==> src/rtl/hdmi_timing_pkg.sv <==
// -----------------------------------------------------------------------------
// hdmi_timing_pkg
// Shared timing constants, widths and types for the HDMI frame sequencer.
//   - DEF_* : 640x480@60 default video timing
//   - COUNTER_W / PAT_W : raster counter and pattern-select widths
//   - seq_state_e : pattern sequencer FSM states
//   - strobe_t : bundle of the three raster strobes carried down the delay chain
//   - calc_total() : active + porches + sync for one axis
// -----------------------------------------------------------------------------
package hdmi_timing_pkg;

    localparam int COUNTER_W = 10;
    localparam int PAT_W     = 2;

    localparam int DEF_H_ACTIVE = 640;
    localparam int DEF_H_FP     = 16;
    localparam int DEF_H_SYNC   = 96;
    localparam int DEF_H_BP     = 48;
    localparam int DEF_V_ACTIVE = 480;
    localparam int DEF_V_FP     = 10;
    localparam int DEF_V_SYNC   = 2;
    localparam int DEF_V_BP     = 33;

    typedef enum logic {
        ST_AUTO = 1'b0,
        ST_HOLD = 1'b1
    } seq_state_e;

    typedef struct packed {
        logic draw;
        logic hs;
        logic vs;
    } strobe_t;

    function automatic int calc_total(input int active, input int fp,
                                      input int sync, input int bp);
        return active + fp + sync + bp;
    endfunction

endpackage

==> src/rtl/hdmi_pattern_seq.sv <==
// -----------------------------------------------------------------------------
// hdmi_pattern_seq
// Pattern-select sequencer. Advances pattern_sel only on a frame wrap, either
// automatically every FRAMES_PER_PATTERN frames (AUTO) or on a latched operator
// request (both modes). Several requests within a frame, or a request landing
// on the same wrap as an auto-advance, give a single step.
// Ports:
//   pixclk      in  pixel clock
//   rst_n       in  synchronous active-low reset
//   wrap        in  last pixel of the frame (X==H_TOTAL-1 && Y==V_TOTAL-1)
//   hold        in  1 = HOLD (auto-advance frozen), 0 = AUTO
//   next        in  single-cycle advance request
//   pattern_sel out current pattern index
// -----------------------------------------------------------------------------
module hdmi_pattern_seq
    import hdmi_timing_pkg::*;
#(
    parameter int FRAMES_PER_PATTERN = 120,
    parameter int NUM_PATTERNS       = 4
) (
    input  logic             pixclk,
    input  logic             rst_n,
    input  logic             wrap,
    input  logic             hold,
    input  logic             next,
    output logic [PAT_W-1:0] pattern_sel
);

    localparam int FC_W = (FRAMES_PER_PATTERN > 1) ? $clog2(FRAMES_PER_PATTERN) : 1;
    localparam logic [FC_W-1:0]  FC_LAST  = FC_W'(FRAMES_PER_PATTERN - 1);
    localparam logic [PAT_W-1:0] PAT_LAST = PAT_W'(NUM_PATTERNS - 1);

    seq_state_e       state_q, state_d;
    logic [FC_W-1:0]  count_q, count_d;
    logic             pending_q, pending_d;
    logic [PAT_W-1:0] pat_q, pat_d;

    logic auto_mode;
    logic req_adv, auto_adv, advance;

    // State register
    always_ff @(posedge pixclk) begin
        if (!rst_n) state_q <= ST_AUTO;
        else        state_q <= state_d;
    end

    // Next-state logic
    always_comb begin
        state_d = state_q;
        case (state_q)
            ST_AUTO: if (hold)  state_d = ST_HOLD;
            ST_HOLD: if (!hold) state_d = ST_AUTO;
            default:            state_d = ST_AUTO;
        endcase
    end

    // FSM outputs
    always_comb begin
        auto_mode = (state_q == ST_AUTO);
    end

    // Datapath: a request on the wrap cycle itself is honoured directly and
    // never lands in pending, so it cannot cause a second step next frame.
    always_comb begin
        req_adv   = wrap & (pending_q | next);
        auto_adv  = wrap & auto_mode & (count_q == FC_LAST);
        advance   = req_adv | auto_adv;

        pending_d = pending_q;
        if (req_adv)   pending_d = 1'b0;
        else if (next) pending_d = 1'b1;

        // HOLD parks the count at 0, which also gives the clear on HOLD->AUTO.
        count_d = count_q;
        if (!auto_mode || advance) count_d = '0;
        else if (wrap)             count_d = count_q + 1'b1;

        pat_d = pat_q;
        if (advance) pat_d = (pat_q == PAT_LAST) ? '0 : pat_q + 1'b1;
    end

    always_ff @(posedge pixclk) begin
        if (!rst_n) begin
            count_q   <= '0;
            pending_q <= 1'b0;
            pat_q     <= '0;
        end else begin
            count_q   <= count_d;
            pending_q <= pending_d;
            pat_q     <= pat_d;
        end
    end

    assign pattern_sel = pat_q;

endmodule

==> src/rtl/hdmi_frame_sequencer.sv <==
// -----------------------------------------------------------------------------
// hdmi_frame_sequencer
// Video timing and pattern sequencing for the HDMI pattern generator.
// Raster counters are the zero-latency timebase; draw/sync strobes are decoded
// from them and delayed PIPE_LAT cycles to line up with the registered colour.
// frame_start and pattern_sel are registered on the wrap edge so both are
// valid together with pixel (0,0).
// Ports:
//   pixclk       in  pixel clock
//   rst_n        in  synchronous active-low reset
//   hold         in  1 = HOLD pattern, 0 = AUTO advance
//   next         in  single-cycle pattern advance request
//   CounterX     out horizontal position 0..H_TOTAL-1
//   CounterY     out vertical position 0..V_TOTAL-1
//   draw_area    out active video enable (PIPE_LAT delayed)
//   hsync        out horizontal sync (PIPE_LAT delayed)
//   vsync        out vertical sync (PIPE_LAT delayed)
//   frame_start  out one-cycle pulse at CounterX==0 && CounterY==0
//   pattern_sel  out current pattern index
// -----------------------------------------------------------------------------
module hdmi_frame_sequencer
    import hdmi_timing_pkg::*;
#(
    parameter int H_ACTIVE           = DEF_H_ACTIVE,
    parameter int H_FP               = DEF_H_FP,
    parameter int H_SYNC             = DEF_H_SYNC,
    parameter int H_BP               = DEF_H_BP,
    parameter int V_ACTIVE           = DEF_V_ACTIVE,
    parameter int V_FP               = DEF_V_FP,
    parameter int V_SYNC             = DEF_V_SYNC,
    parameter int V_BP               = DEF_V_BP,
    parameter bit HS_POL             = 1'b0,
    parameter bit VS_POL             = 1'b0,
    parameter int PIPE_LAT           = 1,
    parameter int FRAMES_PER_PATTERN = 120,
    parameter int NUM_PATTERNS       = 4
) (
    input  logic                 pixclk,
    input  logic                 rst_n,
    input  logic                 hold,
    input  logic                 next,
    output logic [COUNTER_W-1:0] CounterX,
    output logic [COUNTER_W-1:0] CounterY,
    output logic                 draw_area,
    output logic                 hsync,
    output logic                 vsync,
    output logic                 frame_start,
    output logic [PAT_W-1:0]     pattern_sel
);

    localparam int H_TOTAL  = calc_total(H_ACTIVE, H_FP, H_SYNC, H_BP);
    localparam int V_TOTAL  = calc_total(V_ACTIVE, V_FP, V_SYNC, V_BP);
    localparam int HS_START = H_ACTIVE + H_FP;
    localparam int HS_END   = H_ACTIVE + H_FP + H_SYNC;
    localparam int VS_START = V_ACTIVE + V_FP;
    localparam int VS_END   = V_ACTIVE + V_FP + V_SYNC;

    localparam logic [COUNTER_W-1:0] X_LAST = COUNTER_W'(H_TOTAL - 1);
    localparam logic [COUNTER_W-1:0] Y_LAST = COUNTER_W'(V_TOTAL - 1);
    localparam strobe_t STROBE_IDLE = '{draw: 1'b0, hs: ~HS_POL, vs: ~VS_POL};

    if (H_TOTAL > 1024 || V_TOTAL > 1024) begin : g_bad_total
        $error("hdmi_frame_sequencer: H_TOTAL/V_TOTAL exceed 10-bit counter range");
    end
    if (PIPE_LAT < 1) begin : g_bad_lat
        $error("hdmi_frame_sequencer: PIPE_LAT must be >= 1");
    end
    if (NUM_PATTERNS < 2 || NUM_PATTERNS > 4 || FRAMES_PER_PATTERN < 1) begin : g_bad_pat
        $error("hdmi_frame_sequencer: bad NUM_PATTERNS or FRAMES_PER_PATTERN");
    end

    logic [COUNTER_W-1:0] x_q, x_d;
    logic [COUNTER_W-1:0] y_q, y_d;
    logic                 line_end, wrap;
    logic                 frame_start_q, frame_start_d;
    strobe_t              strobe_now;
    strobe_t              pipe_q [PIPE_LAT:1];
    strobe_t              pipe_d [PIPE_LAT:1];

    // Raster counters
    always_comb begin
        line_end = (x_q == X_LAST);
        wrap     = line_end && (y_q == Y_LAST);
        x_d      = line_end ? '0 : x_q + 1'b1;
        y_d      = y_q;
        if (line_end) y_d = (y_q == Y_LAST) ? '0 : y_q + 1'b1;
        frame_start_d = wrap;
    end

    // Strobe decode from the current counters; vsync follows Y alone so its
    // edges fall on X==0 before the delay chain.
    always_comb begin
        strobe_now.draw = (int'(x_q) < H_ACTIVE) && (int'(y_q) < V_ACTIVE);
        strobe_now.hs   = ((int'(x_q) >= HS_START) && (int'(x_q) < HS_END)) ? HS_POL : ~HS_POL;
        strobe_now.vs   = ((int'(y_q) >= VS_START) && (int'(y_q) < VS_END)) ? VS_POL : ~VS_POL;
    end

    // Delay chain: stage 1 captures the decode, stage PIPE_LAT drives the pins
    always_comb begin
        pipe_d    = pipe_q;
        pipe_d[1] = strobe_now;
        for (int i = 2; i <= PIPE_LAT; i++) pipe_d[i] = pipe_q[i-1];
    end

    always_ff @(posedge pixclk) begin
        if (!rst_n) begin
            x_q           <= '0;
            y_q           <= '0;
            frame_start_q <= 1'b0;
            for (int i = 1; i <= PIPE_LAT; i++) pipe_q[i] <= STROBE_IDLE;
        end else begin
            x_q           <= x_d;
            y_q           <= y_d;
            frame_start_q <= frame_start_d;
            pipe_q        <= pipe_d;
        end
    end

    hdmi_pattern_seq #(
        .FRAMES_PER_PATTERN (FRAMES_PER_PATTERN),
        .NUM_PATTERNS       (NUM_PATTERNS)
    ) u_pattern_seq (
        .pixclk      (pixclk),
        .rst_n       (rst_n),
        .wrap        (wrap),
        .hold        (hold),
        .next        (next),
        .pattern_sel (pattern_sel)
    );

    assign CounterX    = x_q;
    assign CounterY    = y_q;
    assign draw_area   = pipe_q[PIPE_LAT].draw;
    assign hsync       = pipe_q[PIPE_LAT].hs;
    assign vsync       = pipe_q[PIPE_LAT].vs;
    assign frame_start = frame_start_q;

endmodule

==> config.mk <==
export PLATFORM = sky130hd
export DESIGN_NAME = hdmi_frame_sequencer
export DESIGN_NICKNAME = d
export VERILOG_FILES = /design/src/rtl/hdmi_timing_pkg.sv /design/src/rtl/hdmi_pattern_seq.sv /design/src/rtl/hdmi_frame_sequencer.sv
export SDC_FILE = /design/constraint.sdc
export NUM_CORES = 1
export LEC_CHECK = 0
export ABC_AREA = 1
export CAP_MARGIN = 20
export CORE_ASPECT_RATIO = 1.25
export CORE_UTILIZATION = 48
export DETAILED_ROUTE_END_ITERATION = 12
export HOLD_SLACK_MARGIN = 0.06
export PLACE_DENSITY = 0.86
export SLEW_MARGIN = 20
export SYNTH_ARGS = -nofsm -noshare
export SYNTH_HDL_FRONTEND = slang
export SYNTH_SLANG_ARGS = --single-unit
==> constraint.sdc <==
create_clock -name pixclk -period 1.4 [get_ports pixclk]
set_input_delay 0.14 -clock pixclk [delete_from_list [all_inputs] [get_ports pixclk]]
set_output_delay 0.14 -clock pixclk [all_outputs]
set_load 0.01 [all_outputs]
# Yosys cells after proc, flatten, opt, wreduce, memory -nomap -nowiden
# Index checks and enable logic that the tools add are counted.
[word_totals]
reg_bits = 35
input_bits = 4
output_inout_bits = 26
elab_cells = 44
[op_classes]
addsub = 4
n_lt_le_gt_ge = 6
eq_ne = 4
mux = 5
bitwise = 7
reduce_logical = 8
[ops]
columns = ["cell", "count"]
rows = [
  ["adder 10 x 1 -> 10 bit (second input constant)", 2],
  ["equality test 10 bit (second input constant)", 2],
  ["< comparator 10 bit (second input constant)", 2],
  ["< comparator 10 x 9 -> 1 bit (second input constant)", 2],
  ["greater-or-equal comparator 10 bit (second input constant)", 1],
  ["greater-or-equal comparator 10 x 9 -> 1 bit (second input constant)", 1],
  ["2-to-1 mux 10 bit", 1],
  ["adder 7 x 1 -> 7 bit (second input constant)", 1],
  ["equality test 7 bit (second input constant)", 1],
  ["OR reduction 2 bit", 3],
  ["logical AND 1 bit", 4],
  ["bitwise AND 1 bit", 3],
  ["2-to-1 mux 1 bit", 3],
  ["adder 2 x 1 -> 2 bit (second input constant)", 1],
  ["equality test 2 bit (second input constant)", 1],
  ["2-to-1 mux 2 bit", 1],
  ["inverter 1 bit", 2],
  ["bitwise OR 1 bit", 2],
  ["logical OR 1 bit", 1],
]

# Logic depth before layout (Yosys ltp)
[logic_depth]
depth_word = 7
mapped_depth = 10

# By module
# A second synthesis with hierarchy kept.
[hier_totals]
hier_cells = 250
hier_area_um2 = 1865.5
[by_module_without_submodules]
columns = ["module", "n_inst", "cells_each", "area_each_um2", "seq_area_each_um2"]
rows = [
  ["hdmi_frame_sequencer", 1, 179, 1311.3, 480.5],
  ["hdmi_pattern_seq", 1, 71, 554.3, 220.2],
]

# Worst setup path before layout
# Ideal clock, no wire load.
[synth_path]
path_type = "reg2reg"
from = "reg x_q[0], in the netlist CounterX[0]"
to = "reg y_q[4], in the netlist CounterY[4]"
setup_ns = 0.113
t_arrival_ns = 1.405
t_required_ns = 1.287
setup_slack_ns = -0.117
path_stages_with_launch = 11
path_buffers = 0
period_less_slack_ns = 1.517
path_cell_list = "dfxtp_1 ha_1 nand2_2 nor2_8 nand2_4 nor2_8 nand2_4 nand2_4 inv_2 nand2_1 nor2_1"
[synth_via]
elab_chain_len = 1
[synth_lines]
columns = ["item", "line_no", "rtl"]
rows = [
  ["start, declared", "hdmi_frame_sequencer.sv:72", "logic [COUNTER_W-1:0] x_q, x_d;"],
  ["start signal, assigned", "hdmi_frame_sequencer.sv:107", "x_q <= '0;"],
  ["start signal, assigned", "hdmi_frame_sequencer.sv:112", "x_q <= x_d;"],
  ["equality test 10 bit", "hdmi_frame_sequencer.sv:82", "line_end = (x_q == X_LAST);"],
  ["end signal, assigned", "hdmi_frame_sequencer.sv:113", "y_q <= y_d;"],
  ["end, declared", "hdmi_frame_sequencer.sv:73", "logic [COUNTER_W-1:0] y_q, y_d;"],
]
# No other way between the ends.
# A chain may end at the register's enable or synchronous reset.

# Worst setup path after layout
[layout_path]
from = "reg x_q[0], in the netlist CounterX[0]"
to = "reg y_q[6], in the netlist CounterY[6]"
# The elaborated chain is that of the path after synthesis.

==> flow_summary.ini <==
[die]
rows = 24
dieWidth_um = 57.6
io_pins = 30
placeableCoreArea_um2 = 3570
die_area_um2 = 4110
dieHeight_um = 71.5
start_util = 0.519

[cts]
cts_max_path_buffers = 2
cts-root-buf = clkbuf_8
clkTransAtPathRegs_ps = 70
tritoncts = done
clkLatencyLatePin_ps = 290
clock_sinks = 35
cts.htree.levels = 2
cts_buffers = 5

[hold_path]
hp-class = in2reg

[synthesis]
async_flop_share = 0
synth_seq_area_share = 0.378
synth_top_flop_cell = dfxtp_1
synth.area.top_cells = dfxtp_1, nand2_1, inv_1
yosysUniqueCellTypes = 26
synthTopCellsByCount = nand2_1, inv_1, dfxtp_1, nor2_1, nand3_1
synthesis.nets = 272
synth.cell_area_um2 = 1850
synth_seq_cells = 35
synth_edf_count = 0
synth_cells = 262
yosys.area.top_type = dfxtp_1
synth.most_common_cell = nand2_1
synth_top_area_frac = 0.378
yosys_warnings = 0
synth_area_per_cell_um2 = 7.07

[power_and_ir_drop]
p_leak_uw = 0.00124
p_comb_frac = 0.061
ir_worst_vdd_uv = 592
clock_power_share = 0.381
p_switching_uw = 420
powerDensity_nw_per_um2 = 705
seq_power_share = 0.559
p_int_uw = 1400
netSwitchingFraction = 0.231

[critical_path]
crit_chain = ha_4 > nand2_4 > nor2_8 > nand2_4 > nor2_8 > nand2_4 > nand2_8 > buf_12 > nor3_2
crit_buf_inv = 1
r2r_slack_ps = -80
start_kind = register
critPathMaxStageDelay_ps = 360
cp_max_fo = 7
slowest_stage = dfxtp_4
arrival_ps = 1660
setup.worst_path.class = reg2reg
required_ps = 1580
crit_family = simple AND/OR/NAND/NOR gates
cp_common_cell = nand2_4
cp-end-kind = register

[layout]
final.fill_count = 254
nets = 332
syn2layout_area_growth_pct = 39.0
drive_above_1_share = 0.235
ff_latch_area_um2 = 721
n_antenna_cell = 0
multi_input_area_um2 = 1060

[timing]
worst_slew_pin_slew_ps = 349
clock_skew_ps = 4.79
hold_viol = 0
rsz0062_at_grt = yes
fin_crit_sh = 1.06
finalMaxSlewViolations = 0
fin_crit_ps = 1480
finalSetupTns_ps = -831
hold_ws_ps = 414
fin_ws_ps = -83.2
setup_viol = 15
fmax_ghz = 0.674
relSlewSlack = 0.765

[routing]
first_pass_iters = 8
wl_per_cell_um = 13.1
wl_um = 4760
first_iter_violations = 116
viasPerCell = 5.14
drc = 1
routed-via-count = 1859
ant_nets = 0

[outcome]
violations = design-rule violations, negative setup slack
status = complete, but fails checks

[placement]
portBuffers = 29
gp_congestion = 0.898
hpwl_um = 3180
preCtsSetupSlack_ps = -49.6

[global_route]
grt_max_degree = 11
antenna_found_initial = 0
grt_pass1_wl_um = 7070
overflow = 0
grt_usage = 0.226
grt_pass1_vias = 1658

[job]
drv_cap = 0
==> stage by stage <==
step	total power, uW	util	std cells	cell area (um^2)
global route	1870	0.721	362	2570
CTS	1800	0.691	359	2470
global placement	1130	0.664	351	2370
detailed placement	1130	0.664	351	2370
floorplan	1080	-	262	1870
finish	1820	0.721	362	2570
==> state kept, by name (all words and copies together) (netlist names) <==
| signal | flops |
|---|---|
| u_pattern_seq.pending_q | 1 |
| draw_area | 1 |
| CounterX | 10 |
| vsync | 1 |
| CounterY | 10 |
| u_pattern_seq.count_q | 7 |
| u_pattern_seq.state_q | 1 |
| hsync | 1 |
| frame_start | 1 |
| u_pattern_seq.pattern_sel | 2 |
==> metal layers <==
| layer | track usage | wire (um) | up-vias |
|---|---|---|---|
| li1 | - | - | 947 |
| met1 | 0.261 | 1870 | 835 |
| met2 | 0.404 | 2520 | 65 |
| met3 | 0.0487 | 257 | 12 |
| met4 | 0.0813 | 109 | 0 |
| met5 | 0 | 0 | - |
==> path summary, 6_finish.rpt <==
check                           from                       to  depth (start not counted)
max                      CounterX[0]              CounterY[6]                          9
min                             hold    u_pattern_seq.state_q                          3
max reg2reg              CounterX[0]              CounterY[6]                          9
min reg2reg  u_pattern_seq.pending_q  u_pattern_seq.pending_q                          2
==> power by group through the flow <==
stage	combinational [uW]	sequential [uW]	clock, uW
after global placement	93.2	1040	0
after global routing	118	1010	736
final	110	1010	691
after CTS	92.9	1010	696
after detailed placement	94.8	1040	0
after floorplan	39.8	1050	0
==> cells in the final DEF (no fill, tap or decap), types with 3 or more instances in the layout <==
cell,n
clkbuf_8,5
xor2_1,4
buf_4,23
nand3_1,17
nand4_1,5
nand3_2,3
clkdlybuf4s50_1,16
nand2_1,55
dfxtp_2,7
dfxtp_4,3
dfxtp_1,25
nor2_1,32
ha_1,3
nor2_2,4
inv_2,3
nor3_1,3
dlygate4sd2_1,11
nor4_1,3
o21ai_0,6
nand2_4,4
a21oi_1,15
nand2_2,5
inv_1,42
nor2_4,3
==> area by class of cell <==
class,count,area share
sequential,35,0.280
inverter,46,0.0690
clock inverter,2,0.00292
tap,39,0.0190
multi-input combinational,180,0.413
clock buffer,6,0.0282
timing repair buffer,54,0.189
==> tightest hold or removal path: cells and delay by family <==
kind	cells	cell delay [ps]
buffers and inverters	2	440
AND/OR/NAND/NOR	1	80
==> logic make-up after synthesis <==
kind of cell / after synthesis / share of synthesized area
AND/OR/NAND/NOR: 143 / 0.390
buffers and inverters: 47 / 0.0959
flip-flops: 35 / 0.378
XOR/XNOR: 5 / 0.0236
adder cells (fa/ha/maj): 6 / 0.0405
AO/OA/AOI/OAI: 26 / 0.0716
==> timing repair <==
action | 4_1_cts | 5_1_grt
gates resized for setup | 21 | 25
setup endpoints to repair | 24 | 26
hold buffers | 0 | 0
pin swaps | 1 | 3
buffers inserted | 0 | 3
Power figures use the tool's default switching activity.
